### src/rtl/uart_pkg.sv
// Shared UART definitions used by both the receive and transmit sides.
package uart_pkg;

  // Receive sequencer state encoding
  localparam int unsigned STATE_W    = 3;
  localparam logic [2:0]  ST_IDLE    = 3'd0;
  localparam logic [2:0]  ST_START   = 3'd1;
  localparam logic [2:0]  ST_DATA    = 3'd2;
  localparam logic [2:0]  ST_STOP    = 3'd3;
  localparam logic [2:0]  ST_RECOVER = 3'd4;

  // Line level when nothing is being sent
  localparam logic        IDLE_LVL   = 1'b1;

  // Number of flops in the input synchroniser
  localparam int unsigned SYNC_DEPTH = 2;

endpackage

### src/rtl/uart_sync2.sv
// Two-flop synchroniser for the raw serial line; resets to the idle line level.
module uart_sync2
  import uart_pkg::*;
(
  input  logic clk,
  input  logic rst,
  input  logic d_i,
  output logic q_o
);

  logic [SYNC_DEPTH-1:0] sync_q;

  // Shift the asynchronous line through the flop chain
  always_ff @(posedge clk or posedge rst) begin
    if (rst) begin
      sync_q <= {SYNC_DEPTH{IDLE_LVL}};
    end else begin
      sync_q <= {sync_q[SYNC_DEPTH-2:0], d_i};
    end
  end

  assign q_o = sync_q[SYNC_DEPTH-1];

endmodule

### src/rtl/uart_rx_ctrl.sv
// UART receive sequencer: finds the start bit, strobes the sipo once per data bit
// at mid-bit, checks the stop bit and reports frame completion or framing error.
module uart_rx_ctrl
  import uart_pkg::*;
#(
  parameter int unsigned CLKS_PER_BIT = 16,
  parameter int unsigned DATA_BITS    = 5
) (
  input  logic                         clk,
  input  logic                         rst,
  input  logic                         rxin,
  output logic                         rx_bit,
  output logic                         shift,
  output logic                         sipo_clr,
  output logic                         rx_done,
  output logic                         frame_err,
  output logic                         busy,
  output logic [$clog2(DATA_BITS)-1:0] bit_idx
);

  localparam int unsigned CNT_W = $clog2(CLKS_PER_BIT);
  localparam int unsigned IDX_W = $clog2(DATA_BITS);

  // Start-bit centre, counting the edge that enters START as the first count
  localparam logic [CNT_W-1:0] CNT_MID  = CNT_W'(CLKS_PER_BIT / 2 - 2);
  localparam logic [CNT_W-1:0] CNT_LAST = CNT_W'(CLKS_PER_BIT - 1);
  localparam logic [IDX_W-1:0] IDX_LAST = IDX_W'(DATA_BITS - 1);

  logic [STATE_W-1:0] state_q, state_d;
  logic [CNT_W-1:0]   cnt_q, cnt_d;
  logic [IDX_W-1:0]   idx_q, idx_d;
  logic               shift_q, shift_d;
  logic               clr_q, clr_d;
  logic               done_q, done_d;
  logic               err_q, err_d;
  logic               busy_q, busy_d;

  uart_sync2 u_sync (
    .clk (clk),
    .rst (rst),
    .d_i (rxin),
    .q_o (rx_bit)
  );

  // State, counters and registered strobes
  always_ff @(posedge clk or posedge rst) begin
    if (rst) begin
      state_q <= ST_IDLE;
      cnt_q   <= '0;
      idx_q   <= '0;
      shift_q <= 1'b0;
      clr_q   <= 1'b0;
      done_q  <= 1'b0;
      err_q   <= 1'b0;
      busy_q  <= 1'b0;
    end else begin
      state_q <= state_d;
      cnt_q   <= cnt_d;
      idx_q   <= idx_d;
      shift_q <= shift_d;
      clr_q   <= clr_d;
      done_q  <= done_d;
      err_q   <= err_d;
      busy_q  <= busy_d;
    end
  end

  // Next-state and strobe decode
  always_comb begin
    state_d = state_q;
    cnt_d   = cnt_q;
    idx_d   = idx_q;
    shift_d = 1'b0;
    clr_d   = 1'b0;
    done_d  = 1'b0;
    err_d   = 1'b0;

    case (state_q)
      ST_IDLE: begin
        if (!rx_bit) begin
          state_d = ST_START;
          cnt_d   = '0;
        end
      end
      ST_START: begin
        cnt_d = cnt_q + CNT_W'(1);
        if (cnt_q == CNT_MID) begin
          cnt_d = '0;
          if (!rx_bit) begin
            state_d = ST_DATA;
            idx_d   = '0;
            clr_d   = 1'b1;
          end else begin
            state_d = ST_IDLE;
          end
        end
      end
      ST_DATA: begin
        cnt_d = cnt_q + CNT_W'(1);
        if (cnt_q == CNT_LAST) begin
          cnt_d   = '0;
          shift_d = 1'b1;
          if (idx_q == IDX_LAST) begin
            state_d = ST_STOP;
          end else begin
            idx_d = idx_q + IDX_W'(1);
          end
        end
      end
      ST_STOP: begin
        cnt_d = cnt_q + CNT_W'(1);
        if (cnt_q == CNT_LAST) begin
          cnt_d = '0;
          if (rx_bit) begin
            done_d  = 1'b1;
            state_d = ST_IDLE;
          end else begin
            err_d   = 1'b1;
            state_d = ST_RECOVER;
          end
        end
      end
      ST_RECOVER: begin
        // Wait out a break so a held-low line does not retrigger starts
        if (rx_bit) begin
          state_d = ST_IDLE;
        end
      end
      default: begin
        state_d = ST_IDLE;
        cnt_d   = '0;
      end
    endcase

    busy_d = (state_d != ST_IDLE);
  end

  assign shift     = shift_q;
  assign sipo_clr  = clr_q;
  assign rx_done   = done_q;
  assign frame_err = err_q;
  assign busy      = busy_q;
  assign bit_idx   = idx_q;

endmodule

### config.mk
export PLATFORM = sky130hd
export DESIGN_NAME = uart_rx_ctrl
export DESIGN_NICKNAME = d
export VERILOG_FILES = /design/src/rtl/uart_pkg.sv /design/src/rtl/uart_sync2.sv /design/src/rtl/uart_rx_ctrl.sv
export SDC_FILE = /design/constraint.sdc
export NUM_CORES = 1
export LEC_CHECK = 0
export CORE_MARGIN = 2
export CORE_UTILIZATION = 47
export CTS_CLUSTER_DIAMETER = 60
export DETAILED_ROUTE_END_ITERATION = 8
export PLACE_DENSITY = 0.73
export SLEW_MARGIN = 30
export SYNTH_ARGS = -nofsm -noshare
export SYNTH_HDL_FRONTEND = slang
export SYNTH_SLANG_ARGS = --single-unit
### constraint.sdc
create_clock -name clk -period 1.8 [get_ports clk]
set_clock_uncertainty 0.2 [all_clocks]
set_input_delay 0.45 -clock clk [delete_from_list [all_inputs] [get_ports clk]]
set_output_delay 0.45 -clock clk [all_outputs]
set_load 0.05 [all_outputs]
Word level (Yosys, flattened, before mapping)
Index checks and enable logic that the tools add are counted.
{"block": "word_totals", "register_bits": 17, "output_inout_bits": 9, "inputBits": 3, "wordCells": 58}
{"block": "op_classes", "n_bitwise": 1, "mux": 28, "n_addsub": 2, "n_reduce_logical": 6, "eq_ne": 12}
{"operator": "$mux W3", "count": 11}
{"operator": "$pmux W4 S4", "count": 1}
{"operator": "$pmux W3 S5", "count": 1}
{"operator": "$mux W4", "count": 3}
{"operator": "$mux W1", "count": 10}
{"operator": "$ne A2 B2 Y1 const B", "count": 5}
{"operator": "$eq A3 B2 Y1 const B", "count": 2}
{"operator": "$eq A3 B3 Y1 const B", "count": 2}
{"operator": "$pmux W3 S2", "count": 1}
{"operator": "$reduce_and A5 Y1", "count": 1}
{"operator": "$add A4 B1 Y4 const B", "count": 1}
{"operator": "$eq A4 B3 Y1 const B", "count": 1}
{"operator": "$eq A4 B4 Y1 const B", "count": 1}
{"operator": "$add A3 B1 Y3 const B", "count": 1}
{"operator": "$eq A3 B1 Y1 const B", "count": 1}
{"operator": "$logic_not A3 Y1", "count": 1}
{"operator": "$reduce_bool A3 Y1", "count": 1}
{"operator": "$mux W2", "count": 1}
{"operator": "$reduce_and A2 Y1", "count": 1}
{"operator": "$reduce_bool A2 Y1", "count": 1}
{"operator": "$reduce_or A2 Y1", "count": 1}
{"operator": "$not A1 Y1", "count": 1}

Longest topological paths before layout
{"block": "logic_depth", "word_depth": 5, "depth_mapped": 6, "ltp_nobuf": 6}

Hierarchy
From an unflattened synthesis, not the netlist that was laid out.
{"block": "hier_totals", "cells_unflattened": 77, "hier_area_um2": 820.8}
{"mod": "uart_rx_ctrl", "area_each_um2": 764.5, "cells_each": 74, "instances": 1, "seq_area_each_um2": 375.4}
{"mod": "uart_sync2", "area_each_um2": 56.3, "cells_each": 3, "instances": 1, "seq_area_each_um2": 52.6}

Worst setup path after synthesis
Ideal clock, no wire load.
{"block": "synth_timing", "kind": "register to register", "start": "register idx_q[0], in the netlist bit_idx[0]", "end": "register idx_q[0], in the netlist bit_idx[0]", "stages_incl_launch_ff": 7, "required_ps": 1456, "setup_time_ps": 144, "synth_period_minus_slack_ps": 1966, "path_buffers": 0, "arrival_time_ps": 1621, "setup_slack_ps": -166, "cell_sequence": "dfrtp_1 inv_1 ha_1 and2_1 o41a_4 nor2_4 mux2i_1"}
{"block": "synth_between", "elab_chain_len": 4, "elab_cells_between_ends": 7, "classes_between": "add/sub (1); eq/ne (2); mux (3); reduce/logical (1)"}
{"element": "start, declared", "line": "uart_rx_ctrl.sv:31", "text": "logic [IDX_W-1:0] idx_q, idx_d;"}
{"element": "start signal, assigned", "line": "uart_rx_ctrl.sv:59", "text": "idx_q <= idx_d;"}
{"element": "$add A3 B1 Y3", "line": "uart_rx_ctrl.sv:106", "text": "idx_d = idx_q + IDX_W'(1);"}
{"element": "$mux W3", "line": "uart_rx_ctrl.sv:103", "text": "if (idx_q == IDX_LAST) begin"}
{"element": "$mux W3", "line": "uart_rx_ctrl.sv:100", "text": "if (cnt_q == CNT_LAST) begin"}
{"element": "$pmux W3 S2", "line": "uart_rx_ctrl.sv:78", "text": "case (state_q)"}
Parallel ways exist; a longest one is shown, timed or not. The select of a mux whose other input is x is not followed.
A chain may end at the register's enable or synchronous reset.

Worst setup path after layout
{"block": "layout_timing", "start": "register cnt_q[1]", "end": "register busy_q, in the netlist busy"}
{"block": "layout_between", "elab_chain_len": 4, "elab_cells_between_ends": 7, "classes_between": "eq/ne (2); mux (4); reduce/logical (1)"}
{"element": "start, declared", "line": "uart_rx_ctrl.sv:30", "text": "logic [CNT_W-1:0] cnt_q, cnt_d;"}
{"element": "start signal, assigned", "line": "uart_rx_ctrl.sv:58", "text": "cnt_q <= cnt_d;"}
{"element": "$eq A4 B4 Y1 / $eq A4 B3 Y1 (equally long branches)", "line": "uart_rx_ctrl.sv:100, uart_rx_ctrl.sv:112, uart_rx_ctrl.sv:87"}
{"element": "$mux W3, on equally long branches", "line": "uart_rx_ctrl.sv:112, uart_rx_ctrl.sv:87, uart_rx_ctrl.sv:100"}
{"element": "$pmux W3 S5 *", "line": "uart_rx_ctrl.sv:78"}
{"element": "net state_d[1]", "line": "uart_rx_ctrl.sv:29", "text": "logic [STATE_W-1:0] state_q, state_d;"}
{"element": "$reduce_bool A3 Y1 *", "line": "uart_rx_ctrl.sv:135", "text": "busy_d = (state_d != ST_IDLE);"}
{"element": "net busy_d", "line": "uart_rx_ctrl.sv:36", "text": "logic busy_q, busy_d;"}
{"element": "end signal, assigned", "line": "uart_rx_ctrl.sv:64", "text": "busy_q <= busy_d;"}
{"element": "end, declared", "line": "uart_rx_ctrl.sv:36"}
The timed path passes the listed nets; every way through them passes the cells marked *.

==> impl_metrics.yaml <==
floorplan:
  rows: 15
  io-pin-count: 12
  die_w_um: 47.5
  initial_core_util_pct: 51.0
  die_h_um: 47.5
  dieArea_mm2: 0.00226
  core_region_area_mm2: 0.00175
route:
  met3RoutedLength_um: 62
  wire_per_inst_um: 14.1
  firstDrtPassIters: 4
  drt_wl_total_mm: 1.83
  wl_met2_um: 944
  routedLengthMet1_um: 773
  drt-vias-per-instance: 5.51
  drc_errors: 0
  drt_iter0_drc: 18
  num_vias: 716
  drtAntennaViolNets: 0
  top_layer_used: "met4"
setup_path:
  critPathArrivalTime_ns: 1.77
  r2r_cells: 5
  cp_max_fo: 4
  cp-start-kind: "flop"
  endpoint_kind: "flop"
  crit_path_cell_trace: "ha_2 -> and3_2 -> and2_1 -> o22ai_2 -> or3_1"
  crit_required_ns: 1.79
  r2r_slack_ns: 0.02
  reg2reg_from: "cnt_q[1]"
  cp_top_family: "simple AND/OR/NAND/NOR gates"
  crit_start: "cnt_q[1]"
  r2r_end: "busy"
  crit_path_max_incr_delay_ns: 0.41
  slowest_stage: "dfrtp_1"
  worst-path-buf-inv: 0
  worstSetupPathType: "flop to flop"
timing:
  max_freq_mhz: 561
  slew_headroom_pct: 76.8
  hold_viol_final: 0
  slew_viol_final: 0
  worst_slew_pin_slew_ns: 0.345
  finalSetupViolCount: 0
  grt_setup_unrepaired: "true"
  final.min_clock_period_ns: 1.78
  finalCritPeriodShare_pct: 99.0
synth:
  syn_area_per_cell_um2: 11.0
  syn_inst: 81
  yosysSeqAreaShare_pct: 48.0
  yosysWarnings: 0
  syn_nets: 88
  synth_seq_cells: 17
  synthesis.area_um2: 891
  synthDistinctLibCells: 39
final_layout:
  multiInputGateArea_um2: 469
  final_common_cell: "dfrtp_1"
  fin_area_mm2: 0.00126
  layout_common_cells: "dfrtp_1, buf_4, buf_12"
  fin_nets: 113
  fillCellCount: 118
  antennaDiodeCount: 0
  seq_area_um2: 430
  area_growth_pct: 41.4
  drive_gt1_share_pct: 41.9
placed_design:
  io_buffers: 11
  gp_congestion: 0.797
  place_area_mm2: 0.00116
  dp_hpwl_mm: 1.35
clock_tree:
  insertion_delay_ns: 0.30
  cts_tree: "yes"
  cts_max_level: 1
  cts_root_buf: "clkbuf_4"
  clk_path_buf_depth: 2
  cts.sinks: 17
  clkTransAtPathRegs_ns: 0.10
  numCtsBuffers: 3
  ctsHoldBuffers: 0
power_and_ir_drop:
  pwr-share-clk_pct: 13.3
  power_frac_comb_pct: 50.3
  swShare_pct: 39.8
  p_sw_uw: 625
  power-per-cell-area_mw_per_mm2: 1250
  p_total_uw: 1570
  p_leak_uw: 0.000530
  pwr-share-seq_pct: 36.4
  p_int_uw: 945
  ir_drop_v: 0.000876
global_route:
  grt_pass1_wl_mm: 2.90
  track_usage_pct: 19.0
  grt_max_degree: 18
  antenna_found_initial: 0
  grt_pass1_vias: 680
  grt-ovfl-total: 0
job:
  max_cap_violations: 0
worst_hold_path:
  hold_path.class: "flop to flop"
  hold_end: "u_sync.sync_q[1]"
  hold_start: "u_sync.sync_q[0]"
  holdPathStages: 0
status:
  outcome: "finished clean"
## sequential cells by signal, summed over array words and instances, names as in the netlist, 2 cells and up
| signal | count |
|---|---|
| bit_idx | 3 |
| u_sync.sync_q | 2 |
| cnt_q | 4 |
| state_q | 3 |
## synthesized netlist by cell type
cell	instances	share of area (%)
a21oi_1	3	1.7
a21oi_2	1	0.98
a22oi_1	1	0.84
a31oi_1	2	1.4
a41oi_1	1	0.98
and2_1	2	1.4
and3_1	1	0.70
and3_2	1	0.84
and3b_4	1	1.4
buf_2	1	0.56
buf_6	1	1.3
dfrtp_1	15	42
dfstp_2	2	5.9
ha_1	4	5.6
inv_1	5	2.1
mux2i_1	1	1.1
nand2_1	5	2.1
nand2b_1	3	2.1
nand3_1	3	1.7
nand3_2	1	1.1
nand3b_1	3	2.5
nor2_1	4	1.7
nor2_4	1	1.3
nor2b_1	2	1.4
nor3_1	2	1.1
nor3_2	1	1.1
nor4_1	1	0.70
o211ai_1	1	0.84
o21ai_0	2	1.1
o21ai_1	1	0.56
o22ai_1	1	0.70
o22ai_2	1	1.4
o2bb2ai_1	1	0.98
o31a_1	1	0.98
o32a_1	1	1.1
o32ai_2	1	1.8
o41a_4	1	2.4
or3_1	1	0.70
or4b_4	1	1.5
## worst max path at each step
stage / depth (start not counted) / endpoint / slack (ns)
2_1_floorplan: 6 / bit_idx[0] / 0.02
3_3_place_gp: 6 / cnt_q[3] / 0.04
3_5_place_dp: 6 / cnt_q[3] / -0.005
4_1_cts: 6 / cnt_q[3] / -0.02
5_1_grt: 5 / busy / -0.04
6_report: 5 / busy / 0.02
## worst reg2reg max path: cells and delay by family, from the launching register on
kind	cells	cell delay [ns]
and+or+nand+nor	3	0.74
DFF	1	0.41
adders and majority gates	1	0.23
AOI/OAI and AO/OA	1	0.09
## kinds of logic (layout without fill, tap and decap cells)
family | after synthesis | after routing | synth area share [%]
AND/OR/NAND/NOR | 33 | 33 | 23.5
AO/OA/AOI/OAI | 19 | 19 | 17.8
flip-flops | 17 | 17 | 48.0
buffers and inverters | 7 | 31 | 3.93
adder cells (fa/ha/maj) | 4 | 4 | 5.62
multiplexers | 1 | 1 | 1.12
## layout make-up
type                            instances  area share [%]
Sequential cell                        17            34.2
Timing Repair Buffer                   22            22.4
Clock inverter                          1           0.397
Tap cell                               25            2.48
Inverter                                5            1.49
Multi-Input combinational cell         57            37.2
Clock buffer                            3            1.79
## repair_timing
action,CTS,global route
gates cloned,0,0
resized for setup,0,8
hold endpoints to repair,0,0
setup buffers,1,3
pin swaps,0,3
endpoints found under the setup margin,2,8
## power groups by stage
stage	combinational (µW)	sequential [µW]	clock (µW)
after global placement	623	569	0
after floorplan	404	588	0
after global routing	859	585	228
after detailed placement	647	574	0
final	790	572	208
after CTS	668	565	215
## routing by layer
layer | vias up | track usage (%)
met5 | - | 0
met4 | 0 | 13.0
met1 | 344 | 23.9
met2 | 21 | 30.0
met3 | 7 | 3.02
li1 | 344 | -
## metrics by stage
stage	setup WS, ns	cells	hold slack, ns	TNS (ns)	utilization (%)
4_1_cts	-0.0226	127	0.169	-0.0338	68.7
3_5_place_dp	-0.00498	122	0.150	-0.00541	66.7
5_1_grt	-0.0353	130	0.171	-0.138	72.2
3_3_place_gp	0.0379	122	0.147	0	66.7
6_report	0.0183	130	0.168	0	72.2
2_1_floorplan	0.0218	81	0.145	0	-
Note: power is estimated with default switching activity, not from simulation.
